==> src/rtl/fetch_pkg.sv <==
// Shared types and constants for the instruction fetch unit.
//   fetch_entry_t : one fetched instruction and the byte address it came from
//   INSTR_BYTES   : PC increment per sequential fetch
//   NOP_INSTR     : word shown on if_instr when the fetch queue is empty
package fetch_pkg;

  localparam int          INSTR_BYTES = 4;
  localparam logic [31:0] NOP_INSTR   = 32'h0000_0013;

  typedef struct packed {
    logic [31:0] pc;
    logic [31:0] instr;
  } fetch_entry_t;

endpackage

==> src/rtl/fetch_queue.sv <==
// Small FIFO of fetch entries between the PC stage and decode.
// Ports:
//   clk, rst_n    : clock, synchronous active-low reset
//   push          : write push_entry at the tail (ignored when full without pop)
//   push_entry    : entry to write
//   pop           : remove the head (ignored when empty)
//   flush         : discard all entries; takes priority over push and pop
//   head_entry    : current head entry (meaningful only when !empty)
//   full, empty   : occupancy flags
//   count         : number of valid entries
module fetch_queue
  import fetch_pkg::*;
#(
  parameter  int FQ_DEPTH = 2,
  localparam int PTR_W    = (FQ_DEPTH > 1) ? $clog2(FQ_DEPTH) : 1,
  localparam int CNT_W    = $clog2(FQ_DEPTH + 1)
) (
  input  logic               clk,
  input  logic               rst_n,
  input  logic               push,
  input  fetch_entry_t       push_entry,
  input  logic               pop,
  input  logic               flush,
  output fetch_entry_t       head_entry,
  output logic               full,
  output logic               empty,
  output logic [CNT_W-1:0]   count
);

  fetch_entry_t     mem [FQ_DEPTH];
  logic [PTR_W-1:0] rd_ptr;
  logic [PTR_W-1:0] wr_ptr;
  logic [CNT_W-1:0] cnt;
  logic             wr_en;
  logic             rd_en;

  // Pointers wrap explicitly so non-power-of-two depths work.
  function automatic logic [PTR_W-1:0] next_ptr(input logic [PTR_W-1:0] p);
    return (p == PTR_W'(FQ_DEPTH - 1)) ? '0 : p + PTR_W'(1);
  endfunction

  assign full  = (cnt == CNT_W'(FQ_DEPTH));
  assign empty = (cnt == '0);
  assign count = cnt;

  assign rd_en = pop && !empty && !flush;
  assign wr_en = push && rst_n && !flush && (!full || rd_en);

  assign head_entry = mem[rd_ptr];

  always_ff @(posedge clk) begin
    if (!rst_n || flush) begin
      rd_ptr <= '0;
      wr_ptr <= '0;
      cnt    <= '0;
    end else begin
      if (wr_en) wr_ptr <= next_ptr(wr_ptr);
      if (rd_en) rd_ptr <= next_ptr(rd_ptr);
      unique case ({wr_en, rd_en})
        2'b10:   cnt <= cnt + CNT_W'(1);
        2'b01:   cnt <= cnt - CNT_W'(1);
        default: cnt <= cnt;
      endcase
    end
  end

  // Storage carries no reset; occupancy alone decides what is valid.
  always_ff @(posedge clk) begin
    if (wr_en) mem[wr_ptr] <= push_entry;
  end

endmodule

==> src/rtl/fetch_unit.sv <==
// Instruction fetch unit: PC register, combinational instruction-memory
// interface, and a fetch queue toward decode with redirect flushing.
// Optional build macro: FETCH_PERF_CNT_EN adds perf_fetched / perf_stalls.
// Ports:
//   clk, rst_n                  : clock, synchronous active-low reset
//   PC_Value                    : fetch byte address to instruction memory
//   Instruction                 : memory read data for PC_Value (same cycle)
//   redirect_valid, redirect_pc : branch/jump redirect request and target
//   if_valid, if_ready          : handshake toward decode
//   if_instr, if_pc             : head instruction word and its address
//   perf_fetched, perf_stalls   : (FETCH_PERF_CNT_EN) push count, stall cycles
module fetch_unit
  import fetch_pkg::*;
#(
  parameter logic [31:0] RESET_PC = 32'h0000_0000,
  parameter int          FQ_DEPTH = 2
) (
  input  logic        clk,
  input  logic        rst_n,
  output logic [31:0] PC_Value,
  input  logic [31:0] Instruction,
  input  logic        redirect_valid,
  input  logic [31:0] redirect_pc,
  output logic        if_valid,
  input  logic        if_ready,
  output logic [31:0] if_instr,
  output logic [31:0] if_pc
`ifdef FETCH_PERF_CNT_EN
  ,
  output logic [31:0] perf_fetched,
  output logic [31:0] perf_stalls
`endif
);

  localparam int CNT_W = $clog2(FQ_DEPTH + 1);

  logic [31:0]      pc_p0;
  logic             push;
  logic             pop;
  fetch_entry_t     push_entry;
  fetch_entry_t     head_entry;
  logic             fq_full;
  logic             fq_empty;
  logic [CNT_W-1:0] fq_count;

  assign PC_Value = pc_p0;

  assign pop  = if_valid && if_ready;
  // A pop frees a slot in the same cycle, so a full queue still streams.
  assign push = rst_n && !redirect_valid && (!fq_full || pop);

  assign push_entry.pc    = pc_p0;
  assign push_entry.instr = Instruction;

  // ---- stage p0: PC register ----
  always_ff @(posedge clk) begin
    if (!rst_n) begin
      pc_p0 <= {RESET_PC[31:2], 2'b00};
    end else if (redirect_valid) begin
      pc_p0 <= {redirect_pc[31:2], 2'b00};
    end else if (push) begin
      pc_p0 <= pc_p0 + 32'(INSTR_BYTES);
    end
  end

  // ---- stage p1: fetch queue toward decode ----
  // A redirect flushes whatever survives the same-cycle pop; the popped
  // head is still a completed transfer.
  fetch_queue #(
    .FQ_DEPTH (FQ_DEPTH)
  ) u_fetch_queue (
    .clk        (clk),
    .rst_n      (rst_n),
    .push       (push),
    .push_entry (push_entry),
    .pop        (pop),
    .flush      (redirect_valid),
    .head_entry (head_entry),
    .full       (fq_full),
    .empty      (fq_empty),
    .count      (fq_count)
  );

  assign if_valid = (fq_count != '0);
  // Empty queue shows a NOP at the current PC (RESET_PC right after reset).
  assign if_instr = fq_empty ? NOP_INSTR : head_entry.instr;
  assign if_pc    = fq_empty ? pc_p0     : head_entry.pc;

`ifdef FETCH_PERF_CNT_EN
  always_ff @(posedge clk) begin
    if (!rst_n) begin
      perf_fetched <= '0;
      perf_stalls  <= '0;
    end else begin
      if (push)                 perf_fetched <= perf_fetched + 32'd1;
      if (if_valid && !if_ready) perf_stalls <= perf_stalls + 32'd1;
    end
  end
`endif

endmodule

==> config.mk <==
export PLATFORM = sky130hd
export DESIGN_NAME = fetch_unit
export DESIGN_NICKNAME = d
export VERILOG_FILES = /design/src/rtl/fetch_pkg.sv /design/src/rtl/fetch_queue.sv /design/src/rtl/fetch_unit.sv
export SDC_FILE = /design/constraint.sdc
export NUM_CORES = 1
export LEC_CHECK = 0
export CAP_MARGIN = 25
export CORE_MARGIN = 2
export CORE_UTILIZATION = 51
export DETAILED_ROUTE_END_ITERATION = 6
export GPL_TIMING_DRIVEN = 0
export PLACE_DENSITY = 0.86
export RECOVER_POWER = 50
export SYNTH_ARGS = -nofsm -noshare
export SYNTH_HDL_FRONTEND = slang
export SYNTH_HIERARCHICAL = 1
export SYNTH_SLANG_ARGS = --single-unit
==> constraint.sdc <==
create_clock -name clk -period 7.5 [get_ports clk]
set_input_delay 2.25 -clock clk [delete_from_list [all_inputs] [get_ports clk]]
set_output_delay 2.25 -clock clk [all_outputs]
set_load 0.01 [all_outputs]
# Word level (Yosys, flattened, before mapping)
# Memory sizes are Yosys's and may differ from the RTL's. A register that Yosys moved wholly into a read port is not among the register bits.
# Index checks and enable logic that the tools add are counted.
[word_totals]
input_bits = 68
memories = 1
ramBits = 128
wordCells = 46
register_bits = 36
[memory_table]
columns = ["name", "words", "word_bits", "rd", "rd_ports_with_merged_regs", "write_ports", "line", "source"]
rows = [
  ["u_fetch_queue.mem", 2, 64, 1, 1, 1, "fetch_queue.sv:30", "fetch_entry_t mem [FQ_DEPTH];"],
]
[op_classes]
n_eq_ne = 3
n_reduce_logical = 20
addsub = 5
n_bitwise = 1
n_mux = 11
[op_table]
columns = ["cell", "count"]
rows = [
  ["$mux W32", 4],
  ["$add A32 B3 Y32 const B", 1],
  ["$logic_and A1 B1 Y1", 8],
  ["$mux W1", 6],
  ["$reduce_bool A2 Y1", 3],
  ["$eq A2 B2 Y1 const B", 2],
  ["$logic_not A1 Y1", 4],
  ["$pmux W2 S2", 1],
  ["$logic_or A1 B1 Y1", 3],
  ["$add A1 B1 Y1 const B", 2],
  ["$add A2 B1 Y2 const B", 1],
  ["$eq A2 B1 Y1 const B", 1],
  ["$logic_not A2 Y1", 1],
  ["$reduce_or A2 Y1", 1],
  ["$sub A2 B1 Y2 const B", 1],
  ["$not A1 Y1", 1],
]

# Depth between registers and ports, before layout
[logic_depth]
ltp_word = 9
depth_mapped = 9
depth_no_buf = 8

# Cells and area by module
# The synthesis kept the hierarchy.
[by_module_without_submodules]
columns = ["mod", "cells_per_inst", "n_inst", "seq_area_each_um2", "area_each_um2"]
rows = [
  ["fetch_queue", 231, 1, 3943.8, 4921.0],
  ["fetch_unit", 283, 1, 600.6, 2318.5],
]

# Worst setup path after synthesis
# No wires, ideal clock.
[synth_timing]
path_type = "input to register"
startpoint = "input if_ready"
endpoint = "memory u_fetch_queue/mem[0][0] in the netlist's numbering, enable pin"
setup_ns = 0.487
cell_stages = 5
t_arrival_ns = 5.949
slack_ns = 1.065
path_cell_list = "o21a_1 o21ai_0 nor2_1 o311ai_4 nor2_1"
[synth_between]
elab_chain_len = 8
word_cells_on_any_way = 11
cone_classes = "mux: 2; reduce/logical: 9"
[synth_rtl]
columns = ["item", "line", "source"]
rows = [
  ["start: declaration", "fetch_unit.sv:25", "input logic if_ready,"],
  ["$logic_and A1 B1 Y1", "fetch_unit.sv:48", "assign pop = if_valid && if_ready;"],
  ["$logic_or A1 B1 Y1", "fetch_unit.sv:50", "assign push = rst_n && !redirect_valid && (!fq_full || pop);"],
  ["$logic_and A1 B1 Y1", "fetch_unit.sv:50", ""],
  ["named net push", "fetch_unit.sv:38", "logic push;"],
  ["$logic_and A1 B1 Y1 (3 in a row)", "fetch_queue.sv:47", "assign wr_en = push && rst_n && !flush && (!full || rd_en);"],
  ["$mux W1", "fetch_queue.sv:69", "if (wr_en) mem[wr_ptr] <= push_entry;"],
  ["$mux W1 (not written as such)", "fetch_queue.sv:69", ""],
  ["end: declaration", "fetch_queue.sv:30", ""],
]
# The timed path passes the listed nets, and every way through them passes these cells.

# Worst setup path in the final report
[layout_timing]
startpoint = "input if_ready"
endpoint = "memory u_fetch_queue/mem[0][29] in the netlist's numbering, enable pin"
[layout_between]
elab_chain_len = 8
word_cells_on_any_way = 11
cone_classes = "mux: 2; reduce/logical: 9"
[layout_rtl]
columns = ["item", "line", "source"]
rows = [
  ["$logic_and A1 B1 Y1", "fetch_unit.sv:48", ""],
  ["named net pop", "fetch_unit.sv:39", "logic pop;"],
  ["$logic_or A1 B1 Y1", "fetch_unit.sv:50", ""],
  ["$logic_and A1 B1 Y1", "fetch_unit.sv:50", ""],
  ["named net push", "fetch_unit.sv:38", ""],
  ["$logic_and A1 B1 Y1 (3 in a row)", "fetch_queue.sv:47", ""],
  ["$mux W1", "fetch_queue.sv:69", ""],
  ["$mux W1 (not written as such)", "fetch_queue.sv:69", ""],
]
# The timed path passes the listed nets, and every way through them passes these cells.

==> out/metrics.yaml <==
cts:
  path_clk_slew_ps: 60
  cts_resized: 0
  tritoncts: "built"
  clock_latency_ps: 430
  clk_path_buf_depth: 2
  h-tree-depth: 4
  postCtsSetupRepairBufs: 0
  clkSinkCount: 163
  cts_hold_buf: 0
  clock-root-buffer: "clkbuf_16"
  cts_buffers: 17
drt:
  vias_per_cell: 5.51
  wl_per_cell_um: 18.8
  firstDrtPassIters: 5
  drt_iter0_drc: 443
  drc: 0
  drt_wl_total_um: 16900
  num_vias: 4940
  ant_nets: 0
final_layout:
  stdcell_count: 896
  finish.instance_area_um2: 9730
  multi_input_area_um2: 2450
  area_growth_syn_to_layout_pct: 34.5
  register_area_um2: 4540
  layout-drive-gt1-share_pct: 20.7
  final_common_cell: "edfxtp_1"
  final_nets: 771
  layout_common_cells: "edfxtp_1 (128), mux2_2 (95), clkdlybuf4s50_1 (95)"
  fillCellCount: 929
power:
  swShare_pct: 21.3
  p_comb_share_pct: 8.9
  p_leak_nw: 3.33
  p_sw_mw: 0.441
  power_density_nw_per_um2: 213
  p_clk_share_pct: 41.8
  seq_power_share_pct: 49.3
  ir_drop_v: 0.000150
  internal_power_mw: 1.63
floorplan:
  core_um2: 13900
  dieArea_um2: 15200
  die_y_um: 123
  rows: 43
  dieWidth_um: 123
  ioPinCount: 165
  initial_core_util_pct: 52.2
place:
  gp_congestion: 0.845
  dp.cells: 863
  portBuffers: 160
  placed_cell_area_um2: 9200
  hpwl_um: 11900
setup_path:
  crit_slowest_cell: "nor2_1"
  crit_required_ps: 7630
  critPathKind: "in -> reg"
  cp_slowest_stage_delay_ps: 1750
  rrSetupSlack_ps: 3140
  cp-end-kind: "register"
  r2r_cells: 7
  cp.arrival_ps: 6330
  cp_common_cell: "nor2_1"
  worstSetupStartpointType: "input pin"
  path_max_fanout: 24
  r2r-end: "u_fetch_queue/mem[0][29]"
  path_cells: "dlygate4sd3_1, o21a_1, o21ai_0, nor2_1, o311ai_0, nor2_1, buf_12, buf_16"
  reg2reg_from: "u_fetch_queue/count[0]"
timing:
  setup_viol: 0
  drv_slew: 22
  hold_viol_final: 0
  period_share_pct: 82.7
  clock-skew-final_ps: 9.23
  period_needed_ps: 6200
  max_clock_freq_mhz: 161
  maxSlewHeadroom_pct: -48.1
  rsz0062_at_grt: "no"
  worst_slew_pin_slew_ps: 2210
run_status:
  run_status: "finished with violations"
  violations: "capacitance limit, slew limit"
synthesis:
  synth_top_cell_by_area: "edfxtp_1"
  ys_ff_latch: 163
  syn_area_per_cell_um2: 14.1
  yosysWarnings: 6
  netlist_instances: 514
  syn_area_um2: 7240
  synth_top_area_share_pct: 53.1
  ys_seq_area_share_pct: 62.8
  synth_area_leaders: "edfxtp_1 (53%), mux2_2 (15%), dfxtp_1 (9.7%), nor2b_1 (2.9%), xnor2_1 (2.2%)"
  synthDistinctLibCells: 52
global_route:
  grt_overflow_total: 0
  grt_pass1_wl_um: 25600
  grt_use_total_pct: 22.7
  grt_start_max_net_pins: 25
  antenna_found_initial: 1
  grt_pass1_vias: 4810
job:
  drv_cap: 1
hold_path:
  timing.hold.worst.start: "PC_Value[6]"
  whs_endpoint: "u_fetch_queue/mem[0][38]"
  min_path_type: "reg -> reg"
  hold_depth: 0
## worst max-delay path, delay by kind of cell
kind / cells / cell delay, ps
AOI/OAI and AO/OA: 3 / 990
buffers and inverters: 3 / 1020
and+or+nand+nor: 2 / 2060
## per-stage QoR
stage	setup TNS, ps	setup WS (ps)	hold WS (ps)	util [%]	total power [mW]
after floorplan	0	1060	450	-	1.11
after detailed placement	0	2040	465	66.2	1.23
final	0	1300	478	70.1	2.07
after global placement	-143560	-1130	462	65.4	1.23
after global routing	0	1080	491	70.1	2.13
after CTS	0	2050	478	70.5	2.09
## logic make-up after synthesis
family	synth area share [%]
xor gates and xnor gates	2.78
and+or+nand+nor	9.66
DFF	62.8
other	0.0518
muxes	15.5
adders and majority gates	0.173
buffers and inverters	3.16
AOI/OAI and AO/OA	5.93
## synth_stat cells (all sizes together)
cell,instances
a31oi,5
dfxtp,35
nand3,13
o2111ai,1
o211ai,2
a21oi,22
o21ai,26
and4,3
or4,3
or2,4
clkbuf,16
a211oi,1
and2,2
a311oi,1
xor2,5
clkinv,1
conb,1
xnor2,18
o311a,1
ha,1
o21a,2
nor2b,33
inv,10
a32oi,1
o2111a,1
buf,15
o31ai,2
edfxtp,128
mux2,95
or3,1
mux2i,5
o311ai,1
nor3,3
nand2,13
a21o,3
nor2,13
o31a,1
nor4,13
nand2b,3
nand4,4
and3,6
## worst max path at each step
stage          depth (start not counted)                        to                    from
4_1_cts                                6                 if_pc[19]  u_fetch_queue/count[1]
5_1_grt                                8   u_fetch_queue/mem[0][5]                if_ready
6_report                               8  u_fetch_queue/mem[0][29]                if_ready
3_5_place_dp                           8  u_fetch_queue/mem[1][20]                if_ready
3_3_place_gp                           6  u_fetch_queue/mem[0][17]                if_ready
2_1_floorplan                          5   u_fetch_queue/mem[0][0]                if_ready
## per-layer routing
metal	up-vias	routed length, µm	GRT usage, %
met1	2394	6920	28.4
met3	26	1370	7.66
li1	2299	-	-
met4	0	232	6.96
met2	221	8330	37.4
met5	-	0	0
## power groups by stage
| stage | Combinational, mW | Clock [mW] | Sequential (mW) |
|---|---|---|---|
| floorplan | 0.0732 | 0 | 1.04 |
| global placement | 0.186 | 0 | 1.04 |
| detailed placement | 0.192 | 0 | 1.04 |
| CTS | 0.194 | 0.878 | 1.02 |
| global route | 0.198 | 0.912 | 1.02 |
| finish | 0.185 | 0.867 | 1.02 |
## registers in the layout, summed over array words and instances, names as in the netlist, named ones only
| signal | cells |
|---|---|
| u_fetch_queue/rd_ptr | 1 |
| u_fetch_queue/count | 2 |
| u_fetch_queue/wr_ptr | 1 |
| u_fetch_queue/mem | 128 |
| PC_Value | 30 |
## area by class of cell
| cell class | count | area share (%) |
|---|---|---|
| diodes | 1 | 0.0257 |
| plain buffers | 31 | 1.90 |
| clock buffers | 23 | 4.70 |
| clock inverters | 9 | 1.32 |
| inverters | 11 | 0.450 |
| multi-input cells | 314 | 25.2 |
| flip-flops and latches | 163 | 46.7 |
| well taps | 180 | 2.31 |
| repair buffers | 164 | 17.4 |
(Power assumes the default switching activity.)
